==> config.mk <==
export PLATFORM = sky130hd
export DESIGN_NAME = vga_fb_arbiter
export DESIGN_NICKNAME = d
export VERILOG_FILES = /design/src/rtl/vga_fb_arbiter.sv
export SDC_FILE = /design/constraint.sdc
export NUM_CORES = 1
export LEC_CHECK = 0
export ABC_AREA = 1
export BUFFER_PORTS_ARGS = -buffer_cell sky130_fd_sc_hd__buf_2
export CORE_MARGIN = 2
export CORE_UTILIZATION = 40
export CTS_CLUSTER_DIAMETER = 30
export DETAILED_ROUTE_END_ITERATION = 8
export HOLD_SLACK_MARGIN = 0.12
export PLACE_DENSITY = 0.58
export SYNTH_ARGS = -nofsm -noshare
export SYNTH_HDL_FRONTEND = slang
export SYNTH_SLANG_ARGS = --single-unit
==> constraint.sdc <==
create_clock -name PIXEL_CLK -period 1.85 [get_ports PIXEL_CLK]
set_clock_uncertainty 0.2 [all_clocks]
set_input_delay 0.2775 -clock PIXEL_CLK [delete_from_list [all_inputs] [get_ports PIXEL_CLK]]
set_output_delay 0.2775 -clock PIXEL_CLK [all_outputs]
set_load 0.1 [all_outputs]
==> src/rtl/vga_fb_arbiter.sv <==
// vga_fb_arbiter: shares one single-port framebuffer RAM between VGA scan-out
// prefetch and a pixel-writer port, and double-buffers the framebuffer by
// swapping the scanned-out bank during vertical blanking.
module vga_fb_arbiter #(
  parameter int H_ACTIVE = 640,
  parameter int H_TOTAL  = 800,
  parameter int V_ACTIVE = 480,
  parameter int V_TOTAL  = 525,
  parameter int PIX_BITS = 4,
  parameter int PPW      = 4,
  parameter int FA_BITS  = 17
) (
  input  logic                      PIXEL_CLK,
  input  logic                      RESET_N,
  input  logic [12:0]               locX,
  input  logic [12:0]               locY,
  input  logic                      in_image,
  input  logic                      wr_req,
  input  logic [FA_BITS-1:0]        wr_addr,
  input  logic [PIX_BITS*PPW-1:0]   wr_data,
  output logic                      wr_ack,
  input  logic                      swap_req,
  output logic                      swap_done,
  output logic                      front_bank,
  output logic [FA_BITS:0]          mem_addr,
  output logic                      mem_re,
  output logic                      mem_we,
  output logic [PIX_BITS*PPW-1:0]   mem_wdata,
  input  logic [PIX_BITS*PPW-1:0]   mem_rdata,
  output logic [PIX_BITS-1:0]       pix_out,
  output logic                      pix_valid
);

  localparam int WORD_BITS = PIX_BITS * PPW;
  localparam int G         = H_ACTIVE / PPW;
  localparam int SEL_BITS  = $clog2(PPW);

  typedef enum logic {
    WR_IDLE,
    WR_WRITE
  } wr_state_t;

  wr_state_t                wr_state;

  logic [31:0]              x32;
  logic [31:0]              y32;
  logic [31:0]              grp32;
  logic [SEL_BITS-1:0]      sel;
  logic                     fetch_hit;
  logic [FA_BITS-1:0]       fetch_addr;
  logic                     arm_pos;
  logic                     swap_pt;
  logic                     vid_en;
  logic                     vid_slot;
  logic                     rd_valid;
  logic [WORD_BITS-1:0]     next_word;
  logic [WORD_BITS-1:0]     cur_word;
  logic [WORD_BITS-1:0]     pix_word;
  logic [WORD_BITS-1:0]     pix_shift;
  logic [PIX_BITS-1:0]      pix_sel;
  logic                     swap_pending;

  assign x32     = {19'd0, locX};
  assign y32     = {19'd0, locY};
  assign grp32   = x32 >> SEL_BITS;
  assign sel     = locX[SEL_BITS-1:0];

  // Row-0 prefetch position, also the point where video fetching is (re)armed
  assign arm_pos = (x32 == H_TOTAL - PPW) && (y32 == V_TOTAL - 1);
  // First cycle of vertical blanking: the only cycle a bank swap may apply
  assign swap_pt = (x32 == '0) && (y32 == V_ACTIVE);

  // Fixed prefetch schedule: next group of this row, or group 0 of the next row
  always_comb begin
    fetch_hit  = 1'b0;
    fetch_addr = '0;
    if ((sel == '0) && (grp32 <= G - 2) && (y32 < V_ACTIVE)) begin
      fetch_hit  = 1'b1;
      fetch_addr = FA_BITS'(y32 * G + grp32 + 1);
    end else if (x32 == H_TOTAL - PPW) begin
      if (y32 + 1 < V_ACTIVE) begin
        fetch_hit  = 1'b1;
        fetch_addr = FA_BITS'((y32 + 1) * G);
      end else if (y32 == V_TOTAL - 1) begin
        fetch_hit  = 1'b1;
        fetch_addr = '0;
      end
    end
  end

  // After reset, fetching stays off until the row-0 prefetch so scan-out
  // always restarts on a frame boundary.
  assign vid_slot = fetch_hit && (vid_en || arm_pos);

  // Pixel select; the word being loaded this cycle is forwarded directly
  always_comb begin
    pix_word  = (sel == '0) ? next_word : cur_word;
    pix_shift = pix_word >> ({{(32-SEL_BITS){1'b0}}, sel} * PIX_BITS);
    pix_sel   = pix_shift[PIX_BITS-1:0];
  end

  // Memory port scheduler and writer FSM: video reads win, writes take free cycles
  always_ff @(posedge PIXEL_CLK or negedge RESET_N) begin
    if (!RESET_N) begin
      wr_state  <= WR_IDLE;
      mem_re    <= 1'b0;
      mem_we    <= 1'b0;
      mem_addr  <= '0;
      mem_wdata <= '0;
      wr_ack    <= 1'b0;
    end else begin
      mem_re <= vid_slot;
      mem_we <= 1'b0;
      wr_ack <= 1'b0;
      if (vid_slot) begin
        mem_addr <= {front_bank, fetch_addr};
      end
      case (wr_state)
        WR_IDLE: begin
          if (wr_req && !vid_slot) begin
            wr_state  <= WR_WRITE;
            mem_we    <= 1'b1;
            wr_ack    <= 1'b1;
            mem_addr  <= {~front_bank, wr_addr};
            mem_wdata <= wr_data;
          end
        end
        WR_WRITE: wr_state <= WR_IDLE;
        default:  wr_state <= WR_IDLE;
      endcase
    end
  end

  // Bank swap: latch requests, apply at the start of vblank
  always_ff @(posedge PIXEL_CLK or negedge RESET_N) begin
    if (!RESET_N) begin
      front_bank   <= 1'b0;
      swap_pending <= 1'b0;
      swap_done    <= 1'b0;
    end else begin
      swap_done <= 1'b0;
      if (swap_pt && swap_pending) begin
        front_bank   <= ~front_bank;
        swap_done    <= 1'b1;
        swap_pending <= swap_req;
      end else begin
        swap_pending <= swap_pending | swap_req;
      end
    end
  end

  // Video datapath: capture read data, load the display word, emit pixels
  always_ff @(posedge PIXEL_CLK or negedge RESET_N) begin
    if (!RESET_N) begin
      vid_en    <= 1'b0;
      rd_valid  <= 1'b0;
      next_word <= '0;
      cur_word  <= '0;
      pix_out   <= '0;
      pix_valid <= 1'b0;
    end else begin
      if (arm_pos) begin
        vid_en <= 1'b1;
      end
      rd_valid <= mem_re;
      if (rd_valid) begin
        next_word <= mem_rdata;
      end
      if ((sel == '0) && in_image) begin
        cur_word <= next_word;
      end
      pix_valid <= in_image;
      pix_out   <= in_image ? pix_sel : '0;
    end
  end

endmodule

==> Word level (Yosys, flattened, before mapping) <==
Cells that the tools add are included.
{ "word_totals": {"regBits": 79, "output_inout_bits": 44, "wordCells": 59} }
{ "op_classes": {"addsub": 3, "mul": 2, "n_lt_le_gt_ge": 3, "n_eq_ne": 3, "n_shift": 1, "muxes": 17, "n_bitwise": 3, "n_reduce_logical": 13} }
{ "op_table": {"columns": ["op", "count"], "rows": [
  ["$mux 18", 3],
  ["$mux 17", 3],
  ["$logic_not 32->1", 1],
  ["$lt 32x9->1 const B", 1],
  ["$eq 13x10->1 const B", 2],
  ["$add 17x1->17 const B", 1],
  ["$add 17x11->17", 1],
  ["$mux 16", 1],
  ["$shr 16x4->4", 1],
  ["$add 13x1->14 const B", 1],
  ["$mul 14x3->12 const B", 1],
  ["$eq 13x9->1 const B", 1],
  ["$lt 13x9->1 const B", 1],
  ["$mul 13x3->12 const B", 1],
  ["$le 11x8->1 const B", 1],
  ["$logic_and 1x1->1", 8],
  ["$mux 1", 8],
  ["$mux 4", 1],
  ["$logic_not 2->1", 1],
  ["$not 1->1", 2],
  ["$pmux 1 s2", 1],
  ["$reduce_and 2->1", 1],
  ["$logic_not 1->1", 1],
  ["$logic_or 1x1->1", 1],
  ["$or 1x1->1", 1]
]} }

==> Depth between registers and ports, before layout <==
{ "logic_depth": {"word_depth": 10, "depth_mapped": 20, "ltp_nobuf": 20} }

==> Worst setup path after synthesis <==
Ideal clock, no wire load.
{ "synth_path": {"path_type": "input to register", "start": "in locY[1]", "end": "reg mem_addr[13]", "t_arrival_ns": 2.671, "path_slack_ns": -1.085, "stages": 18, "n_path_buf": 0, "cell_sequence": "ha_1 ha_1 inv_1 fa_1 xnor2_1 ha_1 nand2_1 nor2_1 inv_1 nor3_1 nor2_1 nor2_1 inv_1 o21ai_0 nand3_1 nand3_1 nand2_1 nand2_1"} }
{ "synth_via": {"elab_chain_len": 10} }
{ "synth_lines": {"columns": ["element", "line_no", "text"], "rows": [
  ["start, declared", "16", "input logic [12:0] locY,"],
  ["branches (longest 9 deep; another with $add 17x11->17)", null, null],
  ["$mux 18 (*)", "118", "case (wr_state)"],
  ["end signal, assigned", "116", "mem_addr <= {front_bank, fetch_addr};"],
  ["end signal, assigned", "124", "mem_addr <= {~front_bank, wr_addr};"],
  ["end, declared", "25", "output logic [FA_BITS:0] mem_addr,"]
]} }
Mark *: on every way between the ends.
A chain may end at the register's enable or synchronous reset.

==> Worst setup path in the final report <==
{ "layout_path": {"start": "in locY[1]", "end": "reg mem_addr[16]"} }
The elaborated chain is that of the path after synthesis.

==> results.sh <==
export IMPL_startpoint_type="input pin"
export IMPL_area_delta_synth_final_pct=63.93
export IMPL_cp_required_ps=1920
export IMPL_cts_made_buffers=9
export IMPL_slew_headroom=0.6585
export IMPL_final_util=0.6769
export IMPL_rows=42
export IMPL_clk_pin_slew_worst_paths_ps=60
export IMPL_grt_start_max_net_pins=37
export IMPL_r2r_start="mem_we"
export IMPL_clkSinkCount=74
export IMPL_violations="setup timing"
export IMPL_ys_seq_elements=74
export IMPL_grt_overflow=0
export IMPL_worst_pin_slew_ps=515.7
export IMPL_ys_types=40
export IMPL_postRouteAntennaNets=0
export IMPL_p_sw_w=0.002681
export IMPL_portBuffers=123
export IMPL_routed_wl_um=18040
export IMPL_synth_area_per_cell_um2=6.950
export IMPL_cp_arrival_ps=2780
export IMPL_switching_share=0.4084
export IMPL_synth_nets=917
export IMPL_place_ws_ps=-1395
export IMPL_slew_viol_final=0
export IMPL_synth_top_cell_by_area="dfrtp_1"
export IMPL_seq_power_share=0.281
export IMPL_start_util=0.4129
export IMPL_worstSkewPairLatency_ps=330
export IMPL_n_fill_cell=1103
export IMPL_rsz0062_at_grt="true"
export IMPL_htreeDepth=3
export IMPL_vias=6196
export IMPL_leakagePower_nw=4.761
export IMPL_syn_cell_area_mm2=0.005512
export IMPL_finalSetupViolations=36
export IMPL_drcViolationCount=0
export IMPL_root_buffer="clkbuf_16"
export IMPL_cap_violations=0
export IMPL_syn_inst=793
export IMPL_num_antenna_cells=0
export IMPL_p_total_w=0.006564
export IMPL_synth_edff_count=0
export IMPL_hold_start="mem_re"
export IMPL_antenna_found_initial=0
export IMPL_drt_iter0_drc=287
export IMPL_end_kind="register"
export IMPL_nets=1235
export IMPL_synth_async_reset_ratio=1.000
export IMPL_startpoint="locY[1]"
export IMPL_dpl_hpwl_um=13130
export IMPL_die_y_um=121.4
export IMPL_clock_power_share=0.269
export IMPL_avgRoutedWirePerCell_um=13.96
export IMPL_fin_ws_ps=-865.5
export IMPL_worst_path_max_fanout=6
export IMPL_period_share=1.468
export IMPL_finalSetupTns_ps=-17880
export IMPL_place_congestion=0.9123
export IMPL_synth_flop_cell="dfrtp_1"
export IMPL_vias_per_cell=4.796
export IMPL_finalHoldViolCount=0
export IMPL_core_mm2=0.01335
export IMPL_drive_gt1_frac=0.3907
export IMPL_p_int_w=0.003883
export IMPL_combinationalPowerShare=0.450
export IMPL_die_area_mm2=0.01473
export IMPL_max_freq_mhz=368.3
export IMPL_ys_top_cells_by_area="dfrtp_1 34%, nand2_1 17%, ha_1 9.5%, inv_1 8.2%, o21ai_0 5.4%"
export IMPL_die_w_um=121.4
export IMPL_cts_max_path_buffers=2
export IMPL_io_pins=124
export IMPL_layout_min_cycle_time_ps=2715
export IMPL_seq_area_frac_synth=0.3360
export IMPL_path_class="input pin to register"
export IMPL_irDropWorstVdd_v=0.0006928
export IMPL_first_pass_iters=5
export IMPL_synth_top_area_share=0.3360
export IMPL_status="finished, violations left"
export IMPL_grt_pass1_vias=6267
export IMPL_ys_warn_count=0
export IMPL_hold_class="register to register"
export IMPL_grt_pass1_wl_um=29300
export IMPL_cellPowerDensity_mw_per_mm2=726.5
export IMPL_grt_usage=0.2477
export IMPL_cts_tree="built"
stage by stage:
step           area [um^2]  std cells  hold WS, ps
6_report              9035       1292        185.0
5_1_grt               9035       1292        211.4
4_1_cts               8707       1283        192.7
3_5_place_dp          7407       1203        65.62
3_3_place_gp          7407       1203        65.15
2_1_floorplan         5708        793       -218.1
flip-flops by register name (all words and copies together), names as in the netlist:
register	cells
swap_pending	1
mem_wdata	16
cur_word	12
next_word	16
swap_done	1
pix_out	4
pix_valid	1
vid_en	1
front_bank	1
mem_re	1
rd_valid	1
mem_addr	18
mem_we	1
cell usage after synthesis (6+ instances only):
cell,n
nand2_2,7
nand3_1,51
dfrtp_1,74
nor2_1,44
o21ai_0,60
xor2_1,9
inv_1,120
ha_1,42
clkbuf_1,8
a21oi_1,29
nor3_1,8
nor2_2,6
nand4_1,16
nand2_1,255
metal layers:
layer  vias to the layer above  track usage  share of wire
met3                        32      0.04323          0.041
met1                      2860       0.3240           0.46
met5                         -            0              0
met2                       143       0.4185           0.48
met4                         0      0.07399          0.023
li1                       3161            -              -
cell families (layout without fill, tap and decap cells):
family | count (synthesis) | in the layout | synth area share
AND/OR/NAND/NOR | 407 | 408 | 0.3228
buffers and inverters | 144 | 466 | 0.1074
AO/OA/AOI/OAI | 110 | 110 | 0.1090
flip-flops | 74 | 74 | 0.3360
adder cells (fa/ha/maj) | 44 | 44 | 0.1026
XOR/XNOR | 14 | 14 | 0.02225
power groups by stage:
stage	clock, W	sequential, W	combinational (W)
floorplan	0	0.00266	0.000893
global placement	0	0.00187	0.00246
detailed placement	0	0.00187	0.00249
CTS	0.00179	0.00185	0.00276
global route	0.00188	0.00186	0.00318
finish	0.00176	0.00185	0.00295
area by class of cell:
| cell class | instances | area [um^2] | share of cell area |
|---|---|---|---|
| clock buffer | 10 | 239.0 | 0.02645 |
| clock inverter | 6 | 65.06 | 0.007201 |
| inverter | 125 | 500.5 | 0.05539 |
| multi-input combinational | 576 | 3731 | 0.4130 |
| sequential | 74 | 1853 | 0.2051 |
| tap | 176 | 220.2 | 0.02437 |
| timing repair buffer | 324 | 2417 | 0.2676 |
| timing repair inverter | 1 | 8.758 | 0.0009694 |
timing repair:
item,in CTS,in global routing
hold buffers,52,0
cloned,3,0
endpoints found under the setup margin,37,37
pin swaps,45,46
endpoints found under the hold margin,129,0
buffers inserted,9,9
gates resized for setup,80,57
final timing paths:
kind                       slack, ps           end  cells after the start
min in group asynchronous        250    pix_out[3]                      2
setup / recovery                -870  mem_addr[16]                     19
max in group asynchronous        680    pix_out[0]                      3
hold / removal                   180      rd_valid                      0
hold reg to reg                  180      rd_valid                      0
setup reg to reg                 210  mem_addr[16]                      5
worst max-delay path, cell delays in order:
cell and delay (ps):
buf_8 100, ha_4 260, ha_4 120, inv_2 40, fa_2 520, inv_2 50, ha_4 290, nand2_4 60
nor2_4 110, nand3_1 90, nand3_2 120, nand2_2 80, nand2_4 100, nand3_1 90, nand2_1 80, nand3_2 100
nand2_2 90, nand2_2 60, a21oi_2 120
layout by cell type, fill, tap and decap left out, types with 9 or more instances in the layout:
cell type        n
inv_2           17
nand4_1         16
clkbuf_16        9
buf_2          118
ha_1            23
o21ai_0         55
ha_4            18
nand2_2         26
dlygate4sd3_1   52
a21oi_2         12
nor2_1          34
a21oi_1         18
nand3_2         18
dfrtp_1         73
buf_6           10
nor2_4          10
inv_1          105
nand3_1         34
buf_4          134
nand2_1        229
Note: power is estimated with default switching activity, not from simulation.
